$ cat config.mk
export PLATFORM = sky130hd
export DESIGN_NAME = fetch_stage
export DESIGN_NICKNAME = d
export VERILOG_FILES = /design/src/rtl/fetch_stage_pkg.sv /design/src/rtl/fetch_stage_perf_ctr.sv /design/src/rtl/fetch_stage.sv
export SDC_FILE = /design/constraint.sdc
export NUM_CORES = 1
export LEC_CHECK = 0
export CORE_MARGIN = 1.5
export CORE_UTILIZATION = 31
export DETAILED_ROUTE_END_ITERATION = 6
export GPL_ROUTABILITY_DRIVEN = 0
export GPL_TIMING_DRIVEN = 0
export SYNTH_ARGS = -nofsm -noshare
export SYNTH_HDL_FRONTEND = slang
export SYNTH_SLANG_ARGS = --single-unit
$ cat constraint.sdc
create_clock -name CLK -period 3.55 [get_ports CLK]
set_input_delay 0.71 -clock CLK [delete_from_list [all_inputs] [get_ports CLK]]
set_output_delay 0.71 -clock CLK [all_outputs]
set_load 0.005 [all_outputs]
$ cat src/rtl/fetch_stage_pkg.sv
// Shared pipeline package: widths, NOP encoding, default halt opcode and fetch FSM states.
package fetch_stage_pkg;

    localparam int unsigned PC_W     = 32;
    localparam int unsigned INSTR_W  = 32;
    localparam int unsigned OPCODE_W = 6;
    localparam int unsigned CNT_W    = 32;

    localparam logic [INSTR_W-1:0]  NOP_INSTR           = 32'h0000_0000;
    localparam logic [OPCODE_W-1:0] HALT_OPCODE_DEFAULT = 6'b111111;

    typedef enum logic [0:0] {
        RUN    = 1'b0,
        HALTED = 1'b1
    } fetch_state_e;

    // IF/ID pipeline register payload
    typedef struct packed {
        logic [INSTR_W-1:0] instr;
        logic [PC_W-1:0]    pc_plus4;
        logic               valid;
    } ifid_t;

endpackage

$ cat src/rtl/fetch_stage_perf_ctr.sv
// Saturating event counter with synchronous clear; used for fetch stall/flush statistics.
module fetch_perf_ctr
    import fetch_stage_pkg::*;
(
    input  logic             clk,
    input  logic             rst,
    input  logic             inc,
    output logic [CNT_W-1:0] cnt
);

    localparam logic [CNT_W-1:0] CNT_MAX = '1;

    always_ff @(posedge clk) begin
        if (rst) begin
            cnt <= '0;
        end else if (inc && (cnt != CNT_MAX)) begin
            cnt <= cnt + CNT_W'(1);
        end
    end

endmodule

$ cat src/rtl/fetch_stage.sv
// MIPS instruction-fetch stage: PC, IF/ID register, RUN/HALTED control.
// Optional stall/flush performance counters are built when FETCH_PERF_CNT_EN is defined.
module fetch_stage
    import fetch_stage_pkg::*;
#(
    parameter logic [PC_W-1:0]     RESET_PC    = 32'h0000_0000,
    parameter logic [OPCODE_W-1:0] HALT_OPCODE = HALT_OPCODE_DEFAULT
)(
    input  logic               CLK,
    input  logic               RST,
    input  logic               StallF,
    input  logic               FlushD,
    input  logic               BranchTaken,
    input  logic [PC_W-1:0]    BranchTarget,
    output logic [PC_W-1:0]    InsAddr,
    input  logic [INSTR_W-1:0] InsData,
    output logic [PC_W-1:0]    PCPlus4D,
    output logic [INSTR_W-1:0] InstrD,
    output logic               ValidD,
    output logic               Halted
`ifdef FETCH_PERF_CNT_EN
    ,
    output logic [CNT_W-1:0]   PerfStall,
    output logic [CNT_W-1:0]   PerfFlush
`endif
);

    fetch_state_e      state_q, state_d;
    logic [PC_W-1:0]   pc_q, pc_d;
    ifid_t             ifid_q, ifid_d;
    logic [PC_W-1:0]   pc_plus4;
    logic [PC_W-1:0]   branch_pc;
    logic              halt_hit;

    assign pc_plus4  = pc_q + PC_W'(4);
    assign branch_pc = BranchTarget & ~PC_W'(3);
    assign halt_hit  = (InsData[INSTR_W-1 -: OPCODE_W] == HALT_OPCODE);

    always_ff @(posedge CLK) begin
        if (RST) begin
            state_q <= RUN;
            pc_q    <= RESET_PC;
            ifid_q  <= '{instr: NOP_INSTR, pc_plus4: '0, valid: 1'b0};
        end else begin
            state_q <= state_d;
            pc_q    <= pc_d;
            ifid_q  <= ifid_d;
        end
    end

    // Next-PC, next-state and IF/ID selection; a redirect always beats stall and halt
    always_comb begin
        state_d = state_q;
        pc_d    = pc_q;
        ifid_d  = ifid_q;

        if (BranchTaken) begin
            pc_d    = branch_pc;
            state_d = RUN;
        end else if (StallF || (state_q == HALTED)) begin
            pc_d = pc_q;
        end else if (halt_hit && !FlushD) begin
            pc_d    = pc_q;
            state_d = HALTED;
        end else begin
            pc_d = pc_plus4;
        end

        if (FlushD || BranchTaken) begin
            ifid_d = '{instr: NOP_INSTR, pc_plus4: '0, valid: 1'b0};
        end else if (StallF) begin
            ifid_d = ifid_q;
        end else if (state_q == HALTED) begin
            ifid_d = '{instr: NOP_INSTR, pc_plus4: '0, valid: 1'b0};
        end else begin
            ifid_d = '{instr: InsData, pc_plus4: pc_plus4, valid: 1'b1};
        end
    end

    assign InsAddr  = pc_q;
    assign InstrD   = ifid_q.instr;
    assign PCPlus4D = ifid_q.pc_plus4;
    assign ValidD   = ifid_q.valid;
    assign Halted   = (state_q == HALTED);

`ifdef FETCH_PERF_CNT_EN
    logic stall_evt;
    logic flush_evt;

    assign stall_evt = StallF && !BranchTaken && (state_q == RUN);
    assign flush_evt = FlushD || BranchTaken;

    fetch_perf_ctr u_stall_ctr (
        .clk (CLK),
        .rst (RST),
        .inc (stall_evt),
        .cnt (PerfStall)
    );

    fetch_perf_ctr u_flush_ctr (
        .clk (CLK),
        .rst (RST),
        .inc (flush_evt),
        .cnt (PerfFlush)
    );
`endif

endmodule

==> metrics.cfg, run 1 <==
[global_routing]
grt_pass1_wl_um = 21100
globalRouteOverflowTotal = 0
grt_start_max_net_pins = 15
grtUsageTotal_pct = 18.7
grt_pass1_vias = 4022
antenna_found_initial = 0

[setup_path]
r2r_slack_ps = 1150
cp-start-kind = input port
reg2reg_depth = 7
critPathRequiredTime_ps = 3800
rr_endpoint = InsAddr[30]
critPathArrivalTime_ps = 3150
reg2reg_from = InsAddr[2]
end_kind = flip-flop
critical_path_class = in2reg
path_max_fanout = 10

[floorplanning]
die-area_sq_um = 14200
die_y_um = 119
coreArea_sq_um = 13200
initial_core_util_pct = 31.7
die_x_um = 119
pin_count = 167
rows = 42

[routing]
drt_pass1_iterations = 4
avgRoutedWirePerCell_um = 15.7
via_per_inst = 4.84
via_count = 4083
wirelength_um = 13200
drc = 0
postRouteAntennaNets = 0
drt_iter0_markers = 202

[synth]
yosys_warnings = 0
ys_types = 40
synth_top_area_share_pct = 45.0
syn_area_sq_um = 4180
seq_area_frac_synth_pct = 45.0
synth_top_area_cell = dfxtp_1
avgSynthCellArea_sq_um = 8.54
synth_cells = 490
ys_ff_latch = 94
synthTopCellsByArea = dfxtp_1 45%, xor2_1 7.3%, a22oi_1 7.2%

[clock_tree]
ctsHoldBuffers = 0
clock_latency_ps = 340
post-cts-setup-buffer-count = 0
cts_made_buffers = 9
clock_path_buffers = 2
cts_resized = 0
cts-htree-levels = 3
cts_tree = yes
clockRootBuffer = clkbuf_16
clk_pin_slew_ps = 60
clock-sinks = 94

[timing]
worst_pin_slew_ps = 797
setup_tns_ps = 0
final_max_slew_viol_count = 0
fin_crit_sh_pct = 81.6
hold_violations = 0
whs_ps = 459
setup_ws_ps = 652
max-slew-margin-rel_pct = 46.7
finalClockSkew_ps = 6.20
setup_viol = 0
clock.fmax_mhz = 345
period_needed_ps = 2900
rsz0062_at_grt = no

[finish]
post-route-util_pct = 48.1
final.fill_count = 1268
drive_gt1_share_pct = 5.99
syn2layout_area_growth_pct = 51.5
mostFrequentLayoutCell = clkdlybuf4s50_1
mostFrequentLayoutCells = 160 x clkdlybuf4s50_1, 94 x dfxtp_1, 74 x nor2_1
final_nets = 734
insertedDiodeCount = 0

[min_path]
hold_end = PCPlus4D[14]
hp-class = reg2reg
hp-start = PCPlus4D[14]
whs_path_depth = 2

[outcome]
status = complete, no violations

[place]
numPortBuffers = 160
dpl.hpwl_um = 10100
pre_cts_ws_ps = 292

[power_and_ir_drop]
power.leakage_nw = 2.17
power_density_nw_per_um2 = 394
ir_drop_mv = 0.233

[flow_run]
maxCapViolations = 0

worst max-delay path, stage by stage:
cell,delay [ps]
clkdlybuf4s50_1,410
clkbuf_1,220
nor2_1,450
o21a_1,330
clkbuf_1,440
nand4_1,170
xor2_1,180
a211oi_1,240
cells by family after synthesis:
family,synth area share (%)
other,0.0897
xor gates and xnor gates,11.5
adders and majority gates,0.299
and+or+nand+nor,22.7
DFF,45.0
AOI/OAI and AO/OA,15.3
buffers and inverters,5.11
final cells by class:
cell class,count,area [sq um],share of cell area (%)
Timing Repair Buffer,160,1600,25.3
Buffer,41,203,3.20
Clock buffer,11,253,3.99
Inverter,3,11.3,0.178
Clock inverter,4,70.1,1.11
Tap cell,176,220,3.47
Sequential cell,94,1880,29.7
Multi-Input combinational cell,355,2100,33.1
cell usage after synthesis:
library cell / number
dfxtp_1: 94
nor2_1: 74
nand2_1: 53
a22oi_1: 40
xor2_1: 35
o21ai_0: 32
clkbuf_1: 28
xnor2_1: 20
nand3_1: 19
a211oi_1: 16
nand4_1: 14
nor3_1: 8
buf_4: 7
and2_1: 4
and4_1: 4
a21oi_1: 3
and3_2: 3
buf_2: 3
inv_1: 3
nor4_2: 3
or2_2: 3
or3_1: 3
a311oi_1: 2
nor4_1: 2
o21ai_1: 2
a221oi_1: 1
and3_1: 1
and4_2: 1
buf_6: 1
clkbuf_2: 1
clkbuf_8: 1
conb_1: 1
ha_1: 1
nand2b_1: 1
nand4_4: 1
nand4b_1: 1
nor3_2: 1
nor4bb_1: 1
o21a_1: 1
or4_1: 1
worst max-delay path by stage:
stage	from	endpoint	slack, ps	cells past startpoint
floorplan	StallF	InsAddr[20]	1350	7
global placement	StallF	InsAddr[20]	340	8
detailed placement	StallF	InsAddr[20]	290	8
CTS	StallF	InsAddr[20]	650	8
global route	StallF	InsAddr[20]	390	8
finish	StallF	InsAddr[20]	650	8
sequential cells by signal, indices dropped and copies added (netlist names):
register / cells
Halted: 1
InsAddr: 30
InstrD: 32
PCPlus4D: 30
ValidD: 1
where the power goes:
part	internal, mW	switching [mW]	total, mW
clock	0.649	0.403	1.05
combinational	0.181	0.132	0.313
sequential	1.09	0.0448	1.13
total	1.92	0.580	2.50
stage by stage:
stage / std cells / area (sq um) / total power, mW
final: 844 / 6340 / 2.50
after global routing: 844 / 6340 / 2.60
after CTS: 844 / 6340 / 2.52
after detailed placement: 829 / 6020 / 1.47
after global placement: 829 / 6020 / 1.47
after floorplan: 493 / 4190 / 1.28
routing by layer:
layer / global-route usage, % / part of all wire (%) / vias to the layer above
met3: 2.78 / 4.1 / 15
met2: 31.1 / 48 / 114
met1: 24.8 / 46 / 1906
li1: - / - / 2048
met4: 6.40 / 1.3 / 0
met5: 0 / 0 / -
Power figures use the tool's default switching activity.
==> inputs of run 2 (changes only) <==
- clock period: 3.55 -> 2.4 ns (I/O delays scaled with it)
==> run 2 against run 1 <==
Compared with the run above: highest routed layer unchanged; setup slack lost 530 ps; critical path type is now reg2reg; non-clock buffer count is the same; global-route usage is the same; worst hold slack gained 0.89 ps; wire length is essentially flat; cell count is the same; final area grew 0.49%.
==> metrics.cfg, run 2 (synthesis gave the netlist of run 1 again) <==
[outcome]
status = complete, no violations

[finish]
post-route-util_pct = 48.3  ; +0.24 points
largest_reg_flops = 32  ; unchanged
drive_gt1_share_pct = 7.49  ; +1.5 points
mostFrequentLayoutCell = clkdlybuf4s50_1
insertedDiodeCount = 0  ; unchanged
syn2layout_area_growth_pct = 52.3
mostFrequentLayoutCells = 160 x clkdlybuf4s50_1, 93 x dfxtp_1, 73 x nor2_1
final_nets = 734  ; unchanged

[global_routing]
antenna_found_initial = 0  ; unchanged
grt_pass1_wl_um = 21100  ; unchanged
grt_start_max_net_pins = 15  ; unchanged
grtUsageTotal_pct = 18.7  ; unchanged
globalRouteOverflowTotal = 0  ; unchanged
grt_pass1_vias = 4027  ; +0.12%

[timing]
finalClockSkew_ps = 5.70  ; -0.498 ps
clock.fmax_mhz = 440
period_needed_ps = 2270
whs_ps = 459  ; +0.893 ps
hold_violations = 0  ; unchanged
rsz0062_at_grt = no
setup_viol = 0  ; unchanged
setup_tns_ps = 0  ; unchanged
fin_crit_sh_pct = 94.7
final_max_slew_viol_count = 0  ; unchanged
max-slew-margin-rel_pct = 48.2  ; +1.5 points
worst_pin_slew_ps = 774  ; -23.0 ps
setup_ws_ps = 126  ; -526 ps

[floorplanning]
rows = 42  ; unchanged
die-area_sq_um = 14200  ; unchanged
initial_core_util_pct = 31.7  ; unchanged
die_y_um = 119  ; unchanged
pin_count = 167  ; unchanged
coreArea_sq_um = 13200  ; unchanged
die_x_um = 119  ; unchanged

[clock_tree]
clock-sinks = 94  ; unchanged
clk_pin_slew_ps = 60  ; about the same
cts_made_buffers = 9  ; unchanged
ctsHoldBuffers = 0  ; unchanged
clockRootBuffer = clkbuf_16
cts-htree-levels = 3  ; unchanged
clock_latency_ps = 340  ; about the same
post-cts-setup-buffer-count = 0  ; unchanged
clock_path_buffers = 2  ; unchanged
cts_tree = yes

[setup_path]
cp-start-kind = flip-flop
crit_chain = ha_2 > nand3_1 > or4_1 > buf_2 > nor4_2 > xnor2_1 > o21ai_1
worst_path_max_delay_cell = or4_1
worstSetupStartpoint = InsAddr[2]
path_max_fanout = 6  ; -4
crit_buf_inv = 1  ; -2
r2r_slack_ps = 130  ; -1020 ps
critical_path_class = reg2reg
critPathArrivalTime_ps = 2510  ; -640 ps
reg2reg_from = InsAddr[2]
end_kind = flip-flop
cpLargestDelayFamily = simple AND/OR/NAND/NOR gates
critPathRequiredTime_ps = 2630  ; -1170 ps
cpPeakStageDelay_ps = 600  ; +150 ps

[routing]
via_count = 4089  ; +0.15%
wirelength_um = 13200  ; about the same
postRouteAntennaNets = 0  ; unchanged
avgRoutedWirePerCell_um = 15.7  ; about the same
drc = 0  ; unchanged
via_per_inst = 4.84  ; +0.15%
drt_iter0_markers = 234  ; +16%
drt_pass1_iterations = 4  ; unchanged

[power_and_ir_drop]
power.leakage_nw = 2.21  ; +1.6%
p_total_mw = 3.70  ; +48%
power_density_nw_per_um2 = 581  ; +47%
ir_drop_mv = 0.339  ; +46%

[place]
dpl.hpwl_um = 10100  ; unchanged
pre_cts_ws_ps = -628  ; -920 ps
numPortBuffers = 160  ; unchanged

[min_path]
hp-class = reg2reg
hp-start = PCPlus4D[14]

[flow_run]
maxCapViolations = 0  ; unchanged

==> run 2: cell counts in the layout (fill, tap and decap cells not counted) <==
Identical to the previous run, type by type.
==> run 2: timing repair <==
| action | in CTS | in global routing |
|---|---|---|
| gates cloned | 0 | 0 |
| pin swaps | 0 | 0 |
| setup endpoints to repair | 20 | 43 |
| resized for setup | 3 | 16 |
==> run 2: path summary, 6_finish.rpt <==
kind | cells after the start | to
max | 7 | InsAddr[30]
min | 2 | PCPlus4D[14]
max reg2reg | 7 | InsAddr[30]
min reg2reg | 2 | PCPlus4D[14]
==> run 2: area by class of cell <==
type | count | area [sq um]
fill | 1266 | 6820
multi-input combinational | 355 | 2120
sequential | 94 | 1880
timing repair buffer | 160 | 1600
clock buffer | 11 | 253
tap | 176 | 220
buffer | 41 | 213
clock inverter | 4 | 70.1
inverter | 3 | 11.3
==> run 2: tightest hold or removal path: cells and delay by family (launching register included) <==
family          cells  cell delay (ps)
compound gates      1               60
flops               1              330
simple gates        1               40
==> run 2: report_power, final <==
group          internal (mW)  switching, mW
registers               1.61         0.0658
clock network          0.961          0.600
logic                  0.271          0.196
==> run 2: routing by layer <==
metal,vias up,GRT usage (%),routed length [um]
met3,17,2.78,602
met1,1903,24.7,6010
met4,0,6.40,196
met2,122,31.1,6410
li1,2047,-,-
met5,-,0,0
==> run 2: metrics by stage <==
step / cells / area, sq um
6_report: 844 / 6370
5_1_grt: 844 / 6370
4_1_cts: 844 / 6340
3_5_place_dp: 829 / 6020
3_3_place_gp: 829 / 6020
2_1_floorplan: 493 / 4190
==> inputs of run 3 (changes only) <==
- CTS_CLUSTER_DIAMETER: not set -> 200
==> results of run 3 <==
Same layout as run 2: the final DEF is identical, and so are final timing and power.
==> edit (settings of run 2) <==
Build with the macro `FETCH_PERF_CNT_EN` defined.
--- a/src/rtl/fetch_stage.sv
+++ b/src/rtl/fetch_stage.sv
@@ -1,5 +1,7 @@
 // MIPS instruction-fetch stage: PC, IF/ID register, RUN/HALTED control.
 // Optional stall/flush performance counters are built when FETCH_PERF_CNT_EN is defined.
+`define FETCH_PERF_CNT_EN
+
 module fetch_stage
     import fetch_stage_pkg::*;
 #(
Formal check against the unedited RTL (old outputs only; new: PerfFlush and PerfStall): equivalent (equiv_simple and equiv_induct, registers matched by name and starting in step).
==> edit against run 2 <==
Sequential cell count is 64 higher. Combinational power up 26%. Worst setup slack got worse by 0.047 ns. Total power is 66% higher. Worst hold slack worse by 0.015 ns. Cell area increased by 72%. Wire length up 90%. Die area grew 78%. Critical path depth stayed put. Synthesized area increased by 80%. Non-clock buffer count grew 96. Count of clock-buffer cells in the layout increased by 8. Critical path type is now input port to flip-flop. Largest cell class unchanged. Largest power group is now the clock network.
==> edit: results (changes against run 2) <==
Status:
- Run status: complete, no violations (unchanged).

Critical path:
- The slowest cell on the critical path is sky130_fd_sc_hd__or4b_4 (was sky130_fd_sc_hd__or4_1).
- The worst setup path startpoint is BranchTaken (was InsAddr[2]).
- The capturing point of the worst reg2reg path is u_stall_ctr.cnt[1] (was InsAddr[30]).
- The data arrival time of the critical path is 2.68 ns (was 2.51 ns).
- The largest fanout of any net on the critical path is 10 (was 6).

Synthesis:
- The number of distinct library cell variants in the gate-level netlist after synthesis was 54 (was 40).
- Most frequent cells after synthesis: 158 x sky130_fd_sc_hd__dfxtp_1, 107 x sky130_fd_sc_hd__nor2_1, 62 x sky130_fd_sc_hd__nand2_1, 49 x sky130_fd_sc_hd__a21oi_1, 49 x sky130_fd_sc_hd__o21ai_0 (was 94 x sky130_fd_sc_hd__dfxtp_1, 74 x sky130_fd_sc_hd__nor2_1, 53 x sky130_fd_sc_hd__nand2_1, 40 x sky130_fd_sc_hd__a22oi_1, 35 x sky130_fd_sc_hd__xor2_1).
- The post-synthesis instance total is 900 (was 490).

Global routing:
- The met2 track utilization from global routing is 0.330 (was 0.311).
- The met3 usage was 0.0376 (was 0.0278).
- The initial antenna violation count is 1 (was 0).
- The total track usage is 0.196 (was 0.187).

Clock network:
- The total number of H-tree levels is 4 (was 3).
- The later-pin clock latency in the skew report is 0.43 ns (was 0.34 ns).
- The number of buffers added for setup after CTS is 4 (was 0).

Placement:
- The count of port buffers added during placement is 223 (was 160).
- The post-detailed-placement half-perimeter wirelength is 18.2 mm (was 10.1 mm).

Detailed routing:
- The routed metal-1 wire length is 11.7 mm (was 6.01 mm).
- The number of design-rule violations left by the first detailed-router iteration is 426 (was 234).
- The total wire length after detailed routing is 25.1 mm (was 13.2 mm).
- The via count was 7675 (was 4089).
- The highest metal layer with signal wires is met5 (was met4).
- The detailed-routed wire length on met3 came to 1.19 mm (was 602 um).

Timing:
- The max-slew headroom at the worst pin is 0.440 (was 0.482).
- The maximum clock frequency came to 0.431 GHz (was 0.440 GHz).

Pwr:
- The peak supply drop was 0.429 mV (was 0.339 mV).

Cells and area:
- The net count of the finished layout was 1225 (was 734).
edit: cells by family (layout without fill, tap and decap cells):
| kind of cell | count (synthesis) | count (layout) | synth area share |
|---|---|---|---|
| other cells | 1 | 4 | 0.000498 |
| buf+inv | 80 | 343 | 0.0442 |
| flops | 158 | 158 | 0.420 |
| compound gates | 210 | 210 | 0.177 |
| xor+xnor | 63 | 63 | 0.0732 |
| mux | 4 | 4 | 0.00581 |
| simple gates | 381 | 381 | 0.274 |
| fa+ha+maj | 3 | 3 | 0.00498 |
edit: worst min-delay path: cells and delay by family, from the launching register on:
kind | cells | cell delay [ns]
AO/OA/AOI/OAI | 1 | 0.05
flip-flops | 1 | 0.31
AND/OR/NAND/NOR | 1 | 0.05
edit: power by group:
part / internal [mW] / switching (mW) / leakage [nW]
Sequential: 2.68 / 0.0836 / 1.28
Clock: 1.58 / 1.20 / 0.285
Combinational: 0.311 / 0.276 / 2.00
Total: 4.58 / 1.56 / 3.57
edit: worst min path at each step:
stage | startpoint | end | slack [ns] | cells past startpoint
3_5_place_dp | PCPlus4D[31] | PCPlus4D[31] | 0.44 | 2
5_1_grt | PCPlus4D[31] | PCPlus4D[31] | 0.46 | 2
3_3_place_gp | PCPlus4D[31] | PCPlus4D[31] | 0.43 | 2
2_1_floorplan | PCPlus4D[17] | PCPlus4D[17] | 0.44 | 2
6_report | PCPlus4D[17] | PCPlus4D[17] | 0.44 | 2
4_1_cts | PCPlus4D[31] | PCPlus4D[31] | 0.45 | 2
edit: final cells by class:
class                      instances  area (um^2)
fill                            2417        12700
buffer                            60          278
timing repair buffer             237         2340
clock inverter                    13          154
tap                              319          399
clock buffer                      19          443
multi-input combinational        665         4130
sequential                       158         3170
inverter                          14         52.6
